<file path="config.mk">
export PLATFORM = sky130hd
export DESIGN_NAME = icache_refill_axi
export DESIGN_NICKNAME = d
export VERILOG_FILES = /design/src/rtl/icache_refill_axi.sv
export SDC_FILE = /design/constraint.sdc
export NUM_CORES = 1
export LEC_CHECK = 0
export BUFFER_PORTS_ARGS = -buffer_cell sky130_fd_sc_hd__buf_4
export CAP_MARGIN = 20
export CORE_AREA = 10 10 239 241
export DETAILED_ROUTE_END_ITERATION = 16
export DIE_AREA = 0 0 249 251
export PLACE_DENSITY = 0.68
export SYNTH_ARGS = -nofsm -noshare
export SYNTH_HDL_FRONTEND = slang
export SYNTH_SLANG_ARGS = --single-unit
</file>
<file path="constraint.sdc">
create_clock -name clk -period 3.9 [get_ports clk]
set_input_delay 0.585 -clock clk [delete_from_list [all_inputs] [get_ports clk]]
set_output_delay 0.585 -clock clk [all_outputs]
set_load 0.005 [all_outputs]
</file>
<file path="src/rtl/icache_refill_axi.sv">
// icache_refill_axi
//
// Purpose:
//   Refill engine on the memory side of the instruction-cache miss path.
//   - Takes one line-fill request at a time.
//   - Issues one AXI4 INCR burst read of BEATS x 32-bit beats.
//   - Packs the returned beats into a LINE_WD-bit line.
//   - Hands the line back to the icache with a single-cycle reload pulse.
//
// Ports:
//   clk, resetn            clock; synchronous active-low reset
//   rd_req, rd_addr        icache miss request (level) and 64-byte aligned line address
//   reload, cacheline_new  one-cycle "line valid" pulse and the assembled line
//   ar*                    AXI read-address channel (fixed ID/len/size/burst)
//   r*                     AXI read-data channel
//   err_sticky             set by any non-OKAY rresp; cleared only by reset
module icache_refill_axi #(
    parameter logic [3:0] AXI_ID  = 4'h0,
    parameter int         BEATS   = 16,
    parameter int         LINE_WD = 512
) (
    input  logic               clk,
    input  logic               resetn,
    input  logic               rd_req,
    input  logic [31:0]        rd_addr,
    output logic               reload,
    output logic [LINE_WD-1:0] cacheline_new,
    output logic [3:0]         arid,
    output logic [31:0]        araddr,
    output logic [7:0]         arlen,
    output logic [2:0]         arsize,
    output logic [1:0]         arburst,
    output logic               arvalid,
    input  logic               arready,
    input  logic [31:0]        rdata,
    input  logic [1:0]         rresp,
    input  logic               rlast,
    input  logic               rvalid,
    output logic               rready,
    output logic               err_sticky
);

    localparam int CNT_WD = $clog2(BEATS);

    typedef enum logic [1:0] {
        IDLE,
        ADDR,
        DATA,
        FILL
    } state_e;

    state_e              state_q, state_d;
    logic [31:0]         araddr_q, araddr_d;
    logic [CNT_WD-1:0]   beat_cnt_q, beat_cnt_d;
    logic [LINE_WD-1:0]  line_q, line_d;
    logic                err_q, err_d;
    logic                r_hs;

    // The burst shape is fixed: every refill is one full line of 4-byte INCR beats.
    assign arid    = AXI_ID;
    assign arlen   = 8'(BEATS - 1);
    assign arsize  = 3'b010;
    assign arburst = 2'b01;

    assign araddr        = araddr_q;
    assign cacheline_new = line_q;
    assign err_sticky    = err_q;

    assign r_hs = rvalid && rready;

    // State register.
    // Reset is synchronous; a reset mid-burst drops straight back to IDLE.
    // No drain is needed because the AXI slave shares the same reset.
    always_ff @(posedge clk) begin
        if (!resetn) begin
            state_q    <= IDLE;
            araddr_q   <= '0;
            beat_cnt_q <= '0;
            line_q     <= '0;
            err_q      <= 1'b0;
        end else begin
            state_q    <= state_d;
            araddr_q   <= araddr_d;
            beat_cnt_q <= beat_cnt_d;
            line_q     <= line_d;
            err_q      <= err_d;
        end
    end

    // Next-state and datapath update.
    // The burst ends on rlast, not on the beat count, so a short or long burst
    // from a misbehaving slave still terminates. Extra beats wrap the counter
    // and overwrite earlier words.
    always_comb begin
        state_d    = state_q;
        araddr_d   = araddr_q;
        beat_cnt_d = beat_cnt_q;
        line_d     = line_q;
        err_d      = err_q;
        case (state_q)
            IDLE: begin
                if (rd_req) begin
                    araddr_d   = rd_addr;
                    beat_cnt_d = '0;
                    state_d    = ADDR;
                end
            end
            ADDR: begin
                if (arvalid && arready) begin
                    state_d = DATA;
                end
            end
            DATA: begin
                if (r_hs) begin
                    for (int i = 0; i < BEATS; i++) begin
                        if (beat_cnt_q == CNT_WD'(i)) begin
                            line_d[32*i +: 32] = rdata;
                        end
                    end
                    beat_cnt_d = beat_cnt_q + CNT_WD'(1);
                    if (rresp != 2'b00) begin
                        err_d = 1'b1;
                    end
                    if (rlast) begin
                        state_d = FILL;
                    end
                end
            end
            FILL: begin
                // The icache still sees a miss during this cycle, so a
                // request seen here is not a new one.
                state_d = IDLE;
            end
            default: begin
                state_d = IDLE;
            end
        endcase
    end

    // Output decode.
    // The handshake signals are pure state decodes, which keeps arvalid and
    // rready mutually exclusive.
    always_comb begin
        arvalid = 1'b0;
        rready  = 1'b0;
        reload  = 1'b0;
        case (state_q)
            ADDR:    arvalid = 1'b1;
            DATA:    rready  = 1'b1;
            FILL:    reload  = 1'b1;
            default: ;
        endcase
    end

endmodule

</file>
Word-level counts from Yosys, hierarchy flattened. Index checks and enable logic that the tools add are counted.

Add/subtract/negate cells: 1. Eq/ne operators: 22. Multiplexer cells: 11. Reductions and logical operators: 26.

Operators with widths (count): 3-bit AND reduction (18); 4-bit == test, second input constant (8); 4-bit by 3-bit == test with 1-bit output, second input constant (4); 4-bit by 2-bit == test with 1-bit output, second input constant (2); 2-bit two-way mux (4); 4-bit two-way mux (2); 2-bit != test, second input constant (4); 2-bit one-hot mux with 4 select lines (1); 4-bit one-hot mux with 2 select lines (1); 4-bit by 1-bit adder with 4-bit output, second input constant (1); 2-bit == test, second input constant (2); 4-bit by 1-bit == test with 1-bit output, second input constant (1); 4-bit zero test (1); 4-bit AND reduction (1); 2-bit nonzero test (2); 1-bit two-way mux (3); 2-bit by 1-bit == test with 1-bit output, second input constant (1); 1-bit logical AND (2); 2-bit zero test (1); 2-bit AND reduction (1).

Flip-flop bits (word level): 551. Bits of input ports: 72. Output and inout bits: 565. Logic and storage cells: 80.

Depth between registers and ports, before layout. Gate-level depths: netlist of run 1.

Depth in word-level cells: 5. Gate-level depth with buffers: 9. Depth with buffers taken out: 5.

Worst setup path after synthesis of run 1. Ideal clock, no wire load.

Path type: reg2reg. Start point: register state_q[0]. End point: register line_q[36] (netlist: cacheline_new[36]). Library setup time: 0.070 ns. Arrival time: 1.619 ns. Data required time: 3.830 ns. Slack: 2.211 ns. Stages on the path, launching flop included: 10. Buffers on the path: 4. Period minus slack after synthesis: 1.689 ns. Path through: dfxtp_1 inv_1 ha_1 buf_2 nand3_1 buf_4 buf_6 clkbuf_1 o21ai_0 a21oi_1.

Word-level cells in the longest chain between the ends: 4.

RTL lines: from (decl) (line 52) `state_e state_q, state_d;`; from (signal assigned) (line 82) `state_q <= state_d;`; 2-bit == test * (line 100, 147); 1-bit two-way mux (line 147) `case (state_q)`; 1-bit logical AND (line 69) `assign r_hs = rvalid && rready;`; 3-bit AND reduction (no line) *; to (signal assigned) (line 85) `line_q <= line_d;`; to (decl) (line 55) `logic [LINE_WD-1:0] line_q, line_d;`.

Every way passes the cells marked *; elsewhere a longest branch is shown, timed or not. A chain may end at the register's enable or synchronous reset.

Worst setup path after layout of run 1.
Start point: register state_q[0]. End point: register line_q[193] (netlist: cacheline_new[193]).

Same word-level chain as after synthesis.

==> results of run 1 <==
-- metrics by stage --
step                      hold WS [ps]  worst slack, ps
after CTS                          186             1180
after global routing               199              975
after global placement             442             1310
final                              208             1090
after detailed placement           449             1230
after floorplan                    442             2210
-- critical path: stages (launching register included) --
cell	delay (ps)
sky130_fd_sc_hd__dfxtp_1	340
sky130_fd_sc_hd__inv_1	140
sky130_fd_sc_hd__ha_1	560
sky130_fd_sc_hd__nand3_4	770
sky130_fd_sc_hd__buf_12	480
sky130_fd_sc_hd__o21ai_0	240
sky130_fd_sc_hd__a21oi_1	100
-- registers in the layout (all words and copies together) (netlist names) --
name           count
cacheline_new    512
state_q            2
beat_cnt_q         4
araddr            32
err_sticky         1
-- how the worst max path moves through the flow --
stage          depth (start not counted)  slack [ps]                              end
6_report                               6        1090  cacheline_new[193]$_SDFFE_PN0P_
4_1_cts                                6        1180  cacheline_new[204]$_SDFFE_PN0P_
3_5_place_dp                           6        1230  cacheline_new[204]$_SDFFE_PN0P_
5_1_grt                                6         980  cacheline_new[204]$_SDFFE_PN0P_
3_3_place_gp                           6        1310  cacheline_new[192]$_SDFFE_PN0P_
2_1_floorplan                          9        2210   cacheline_new[36]$_SDFFE_PN0P_
-- cells by family after synthesis --
logic type	Yosys count	share of synthesized area [%]
compound gates	1074	25.5
simple gates	604	14.0
flops	551	52.0
buf+inv	383	7.88
fa+ha+maj	10	0.590
other cells	2	0.0354
mux	1	0.0472
-- power breakdown --
group,internal (mW),switching [mW]
clock network,3.28,2.32
registers,5.74,0.0662
logic,0.354,0.870
total,9.38,3.26
-- area by class of cell --
| cell class | count | area (um2) | area share (%) |
|---|---|---|---|
| Timing Repair Buffer | 659 | 5120 | 18.5 |
| Multi-Input combinational cell | 1706 | 8680 | 31.4 |
| Sequential cell | 551 | 11000 | 39.9 |
| Clock inverter | 14 | 160 | 0.579 |
| Tap cell | 688 | 861 | 3.11 |
| Inverter | 7 | 33.8 | 0.122 |
| Clock buffer | 89 | 1760 | 6.36 |
-- cell usage in the layout, fill, tap and decap left out, types with 3 or more instances in the layout --
master / count
sky130_fd_sc_hd__buf_4: 645
sky130_fd_sc_hd__a21oi_1: 551
sky130_fd_sc_hd__dfxtp_1: 551
sky130_fd_sc_hd__nand3_1: 513
sky130_fd_sc_hd__o21ai_0: 475
sky130_fd_sc_hd__nand2_1: 65
sky130_fd_sc_hd__clkbuf_16: 59
sky130_fd_sc_hd__o21ai_1: 40
sky130_fd_sc_hd__conb_1: 17
sky130_fd_sc_hd__clkbuf_8: 17
sky130_fd_sc_hd__buf_12: 14
sky130_fd_sc_hd__clkbuf_1: 13
sky130_fd_sc_hd__ha_1: 10
sky130_fd_sc_hd__clkinv_2: 7
sky130_fd_sc_hd__inv_1: 6
sky130_fd_sc_hd__o31ai_1: 4
sky130_fd_sc_hd__and3_4: 4
sky130_fd_sc_hd__nand3_4: 4
sky130_fd_sc_hd__nand4_1: 3
sky130_fd_sc_hd__bufinv_16: 3
-- routing by layer --
layer / up-vias / wire, um / global-route usage (%)
li1: 9913 / - / -
met1: 10924 / 38000 / 38.1
met2: 1494 / 45500 / 46.4
met3: 228 / 11700 / 7.78
met4: 0 / 5020 / 14.3
met5: - / 0 / 0
==> impl_metrics.json, run 1 <==
{
  "outcome": "finished clean",
  "globalRouteTotalUtil_pct": 29.8,
  "timing.final.max_slew_violations": 0,
  "worst_hold_path.endpoint": "araddr[17]$_SDFFE_PN0P_",
  "placement.cell_area_mm2": 0.0257,
  "yosysWarningCount": 0,
  "synth_seq_cells": 551,
  "report.final.setup_viol": 0,
  "clock_sinks": 551,
  "slew_headroom_pct": 35.9,
  "fin_cells": 3714,
  "largest_net_degree_at_the_start_of_global_routing": 132,
  "tightest_slew_ps": 961,
  "layout-area-overhead-vs-synth_pct": 30.3,
  "gp_routability_congestion": 0.850,
  "cell_leakage_power_nw": 10.3,
  "design_power_total_mw": 12.6,
  "hp-start": "rd_addr[17]",
  "final.min_clock_period_ps": 2810,
  "library_cell_used_as_clock_root_buffer": "sky130_fd_sc_hd__clkbuf_16",
  "cp-startpoint": "state_q[0]$_SDFFE_PN0P_",
  "cts_resized": 0,
  "cts_tree": "yes",
  "grt_overflow": 0,
  "design.die.area_mm2": 0.0625,
  "dpl.cell_count": 3610,
  "route.detailed.drc": 0,
  "number_of_cts_inserted_buffers": 57,
  "hold_path_class": "in2reg",
  "synth_top_area_share_pct": 52.0,
  "grt_first_pass_wirelength_um": 144000,
  "final_count_of_hold_timing_violations": 0,
  "synthArstFlopShare_pct": 0,
  "grt_pass1_vias": 20846,
  "syn_inst": 2625,
  "synth_top_cell_by_area": "sky130_fd_sc_hd__dfxtp_1",
  "final.setup.tns_ps": 0,
  "post_synth_most_frequent_cells": "sky130_fd_sc_hd__a21oi_1, sky130_fd_sc_hd__dfxtp_1, sky130_fd_sc_hd__nand3_1",
  "grt_antenna_before_repair": 3,
  "synth.cell_area_mm2": 0.0212,
  "cp.arrival_ps": 3290,
  "core_region_area_mm2": 0.0522,
  "ant_nets": 0,
  "clk_latency_ps": 620,
  "crit_path_max_fanout": 67,
  "detailroute.via_count": 22559,
  "ys_seq_area_share_pct": 52.0,
  "synth_area_per_cell_um2": 8.08,
  "core.rowCount": 84,
  "max-cap-violations": 0,
  "y_dimension_of_the_die_um": 251,
  "drive_above_1_share_pct": 25.3,
  "synth_enable_flop_cells": 0,
  "critPathLaunchType": "flop",
  "drt_wl_total_um": 100000,
  "max_freq_ghz": 0.356,
  "crit-reg2reg-capture": "cacheline_new[193]$_SDFFE_PN0P_",
  "startpoint_of_the_most_critical_register_to_register_path": "state_q[0]$_SDFFE_PN0P_",
  "max-clock-path-buffers": 3,
  "portBuffers": 619,
  "cell_pwr_density_mw_per_mm2": 457,
  "detail_route.vias_per_cell": 6.07,
  "required_ps": 4380,
  "insertedDiodeCount": 0,
  "clock_tree.htree_level_count": 2,
  "hold_buffers": 0,
  "cp-end-kind": "flop",
  "synth_flop_cell": "sky130_fd_sc_hd__dfxtp_1",
  "synth.top_cells.by_area": "sky130_fd_sc_hd__dfxtp_1, sky130_fd_sc_hd__a21oi_1, sky130_fd_sc_hd__nand3_1",
  "rsz0062_at_grt": "false",
  "skew_ps": 15.4,
  "ir_drop_v": 0.000358,
  "io_pins": 637,
  "detailedRoute.firstPassIterationCount": 6,
  "final_area_mm2": 0.0276,
  "die_w_um": 249,
  "r2r.worst_path.cells": 6,
  "post_synth_num_cell_types": 30,
  "hold_depth": 3,
  "place.detailed.hpwl_um": 62400,
  "finalNetCount": 3064,
  "route.detailed.wl_per_inst_um": 27.0,
  "post-route-period-util_pct": 72.1,
  "r2r_setup_slack_ps": 1090,
  "register_clock_pin_slew_on_the_reported_worst_setup_and_hold_paths_ps": 60,
  "crit_type": "reg2reg",
  "initial_core_util_pct": 40.6,
  "finish.utilization_pct": 52.9,
  "post-cts-setup-buffer-count": 0,
  "detail_route.iter0.violations": 3179,
  "num-fill-cells": 4782
}
No activity file was read; power rests on OpenSTA's default activity.
==> inputs of run 2 (changes only) <==
--- a/config.mk
+++ b/config.mk
@@ -7,10 +7,10 @@
 export LEC_CHECK = 0
 export BUFFER_PORTS_ARGS = -buffer_cell sky130_fd_sc_hd__buf_4
 export CAP_MARGIN = 20
-export CORE_AREA = 10 10 239 241
+export CORE_AREA = 10 10 237 239
 export DETAILED_ROUTE_END_ITERATION = 16
-export DIE_AREA = 0 0 249 251
-export PLACE_DENSITY = 0.68
+export DIE_AREA = 0 0 247 249
+export PLACE_DENSITY = 0.72
 export SYNTH_ARGS = -nofsm -noshare
 export SYNTH_HDL_FRONTEND = slang
 export SYNTH_SLANG_ARGS = --single-unit
==> constraint.sdc (replaced) <==
create_clock -name clk -period 2.4 [get_ports clk]
set_input_delay 0.36 -clock clk [delete_from_list [all_inputs] [get_ports clk]]
set_output_delay 0.36 -clock clk [all_outputs]
set_load 0.005 [all_outputs]
==> impl_metrics.json, run 2 (synthesis results as in run 1) <==
{
  "hold_path_class": "in2reg",
  "largest_net_degree_at_the_start_of_global_routing": 112,
  "timing.final.max_slew_violations": 0,
  "ant_nets": 0,
  "place.detailed.hpwl_um": 63100,
  "cts_tree": "yes",
  "grt_antenna_before_repair": 2,
  "max-clock-path-buffers": 3,
  "clk_latency_ps": 620,
  "globalRouteTotalUtil_pct": 30.5,
  "number_of_cts_inserted_buffers": 56,
  "hp-start": "rresp[1]",
  "ir_drop_v": 0.000539,
  "cell_leakage_power_nw": 10.7,
  "required_ps": 2950,
  "critPathLaunchType": "flop",
  "max_stage_delay_ps": 400,
  "clock_tree.htree_level_count": 2,
  "route.detailed.wl_per_inst_um": 26.4,
  "tightest_slew_ps": 633,
  "drt_wl_total_um": 99800,
  "initial_core_util_pct": 41.4,
  "worst_hold_path.endpoint": "err_sticky$_SDFFE_PN0P_",
  "startpoint_of_the_most_critical_register_to_register_path": "state_q[0]$_SDFFE_PN0P_",
  "r2r_setup_slack_ps": 320,
  "cell_pwr_density_mw_per_mm2": 726,
  "detail_route.iter0.violations": 3262,
  "outcome": "finished clean",
  "final_area_mm2": 0.0285,
  "max_freq_ghz": 0.480,
  "crit_path_max_fanout": 99,
  "worst_slack_ps": 317,
  "design.die.area_mm2": 0.0615,
  "portBuffers": 619,
  "crit_path_cell_trace": "inv_1 -> ha_1 -> buf_4 -> nand3_4 -> buf_12 -> o21ai_0 -> a21oi_1",
  "y_dimension_of_the_die_um": 249,
  "grt_overflow": 0,
  "route.detailed.drc": 0,
  "core_region_area_mm2": 0.0512,
  "post-route-period-util_pct": 86.8,
  "rsz0062_at_grt": "false",
  "power.switching_mw": 5.33,
  "crit_type": "reg2reg",
  "clock_sinks": 551,
  "placement.cell_area_mm2": 0.0263,
  "intPower_mw": 15.4,
  "drive_above_1_share_pct": 26.1,
  "power.share.clock_pct": 44.2,
  "place_worst_setup_slack_ps": 294,
  "finish.utilization_pct": 55.7,
  "final.setup.tns_ps": 0,
  "finalNetCount": 3134,
  "core.rowCount": 83,
  "hold_depth": 3,
  "worst_hold_slack_ps": 84.7,
  "detailedRoute.firstPassIterationCount": 6,
  "critical_path.slowest_cell": "sky130_fd_sc_hd__dfxtp_1",
  "r2r.worst_path.cells": 7,
  "cp-end-kind": "flop",
  "die_w_um": 247,
  "switching_share_pct": 25.7,
  "report.final.setup_viol": 0,
  "layout_commonest_cell": "sky130_fd_sc_hd__buf_4",
  "pwr-share-seq_pct": 45.6,
  "flip_flop_count_of_the_largest_register_all_copies_and_words_added": 512,
  "final_count_of_hold_timing_violations": 0,
  "register_clock_pin_slew_on_the_reported_worst_setup_and_hold_paths_ps": 60,
  "share_comb_of_total_power_pct": 10.1,
  "skew_ps": 27.7,
  "gp_routability_congestion": 0.851,
  "final.min_clock_period_ps": 2080,
  "detailroute.via_count": 23081,
  "io_pins": 637,
  "cp.arrival_ps": 2630,
  "max-cap-violations": 0,
  "slew_headroom_pct": 57.7,
  "crit-reg2reg-capture": "cacheline_new[467]$_SDFFE_PN0P_",
  "most-common-layout-cells": "sky130_fd_sc_hd__buf_4, sky130_fd_sc_hd__a21oi_1, sky130_fd_sc_hd__dfxtp_1",
  "layout-area-overhead-vs-synth_pct": 34.5,
  "library_cell_used_as_clock_root_buffer": "sky130_fd_sc_hd__clkbuf_16",
  "grt_first_pass_wirelength_um": 144000,
  "cp-startpoint": "state_q[0]$_SDFFE_PN0P_",
  "grt_pass1_vias": 21677,
  "detail_route.vias_per_cell": 6.11
}
run 2: cell types whose count changed in the layout (fill, tap and decap cells not counted):
cell,delta
sky130_fd_sc_hd__clkinv_4,+1
sky130_fd_sc_hd__dlygate4sd3_1,+32
sky130_fd_sc_hd__buf_4,+17
sky130_fd_sc_hd__clkinv_2,+4
sky130_fd_sc_hd__inv_6,-1
sky130_fd_sc_hd__clkbuf_16,-3
sky130_fd_sc_hd__clkinvlp_4,+3
sky130_fd_sc_hd__diode_2,+1
sky130_fd_sc_hd__bufinv_16,+4
sky130_fd_sc_hd__clkinv_8,+1
sky130_fd_sc_hd__clkbuf_1,-1
sky130_fd_sc_hd__buf_12,+22
sky130_fd_sc_hd__clkbuf_8,-7
run 2: through the flow:
stage / power (mW) / instances
2_1_floorplan: 10.6 / 2640
3_3_place_gp: 11.6 / 3642
3_5_place_dp: 11.6 / 3642
4_1_cts: 20.7 / 3778
5_1_grt: 21.3 / 3779
6_report: 20.7 / 3779
run 2: power groups by stage:
stage          clock network, mW  logic [mW]  registers (mW)
2_1_floorplan                  0       0.983            9.64
5_1_grt                     9.63        2.21            9.46
3_3_place_gp                   0        1.95            9.64
4_1_cts                     9.22        2.05            9.45
3_5_place_dp                   0        2.00            9.65
6_report                    9.16        2.10            9.45
run 2: worst max path at each step:
stage	endpoint	slack, ps	depth (start not counted)
floorplan	cacheline_new[46]$_SDFFE_PN0P_	710	9
global placement	cacheline_new[158]$_SDFFE_PN0P_	430	8
detailed placement	cacheline_new[156]$_SDFFE_PN0P_	290	8
CTS	cacheline_new[156]$_SDFFE_PN0P_	280	8
global route	cacheline_new[147]$_SDFFE_PN0P_	180	8
finish	cacheline_new[467]$_SDFFE_PN0P_	320	7
run 2: worst max-delay path: cells and delay by family, from the launching register on:
family / cells / cell delay [ps]
compound gates: 2 / 400
buf+inv: 3 / 680
simple gates: 1 / 90
flops: 1 / 400
fa+ha+maj: 1 / 370
run 2: final cells by class:
class	count	area, um2
antenna	1	2.50
timing repair buffer	730	6010
clock inverter	26	339
sequential	551	11000
clock buffer	78	1580
inverter	7	33.8
fill	4567	22700
tap	680	851
multi-input combinational	1706	8680
run 2: repair_timing:
action                    CTS  global route
hold endpoints to repair   32             0
hold buffers               32             0
gates resized for setup     0             0
buffers inserted            0             0
run 2: routing by layer:
layer	up-vias	share of wire [%]	GRT usage [%]
li1	10055	-	-
met1	11052	36	37.7
met2	1652	45	46.4
met3	322	13	9.03
met4	0	6.2	17.4
met5	-	0	0
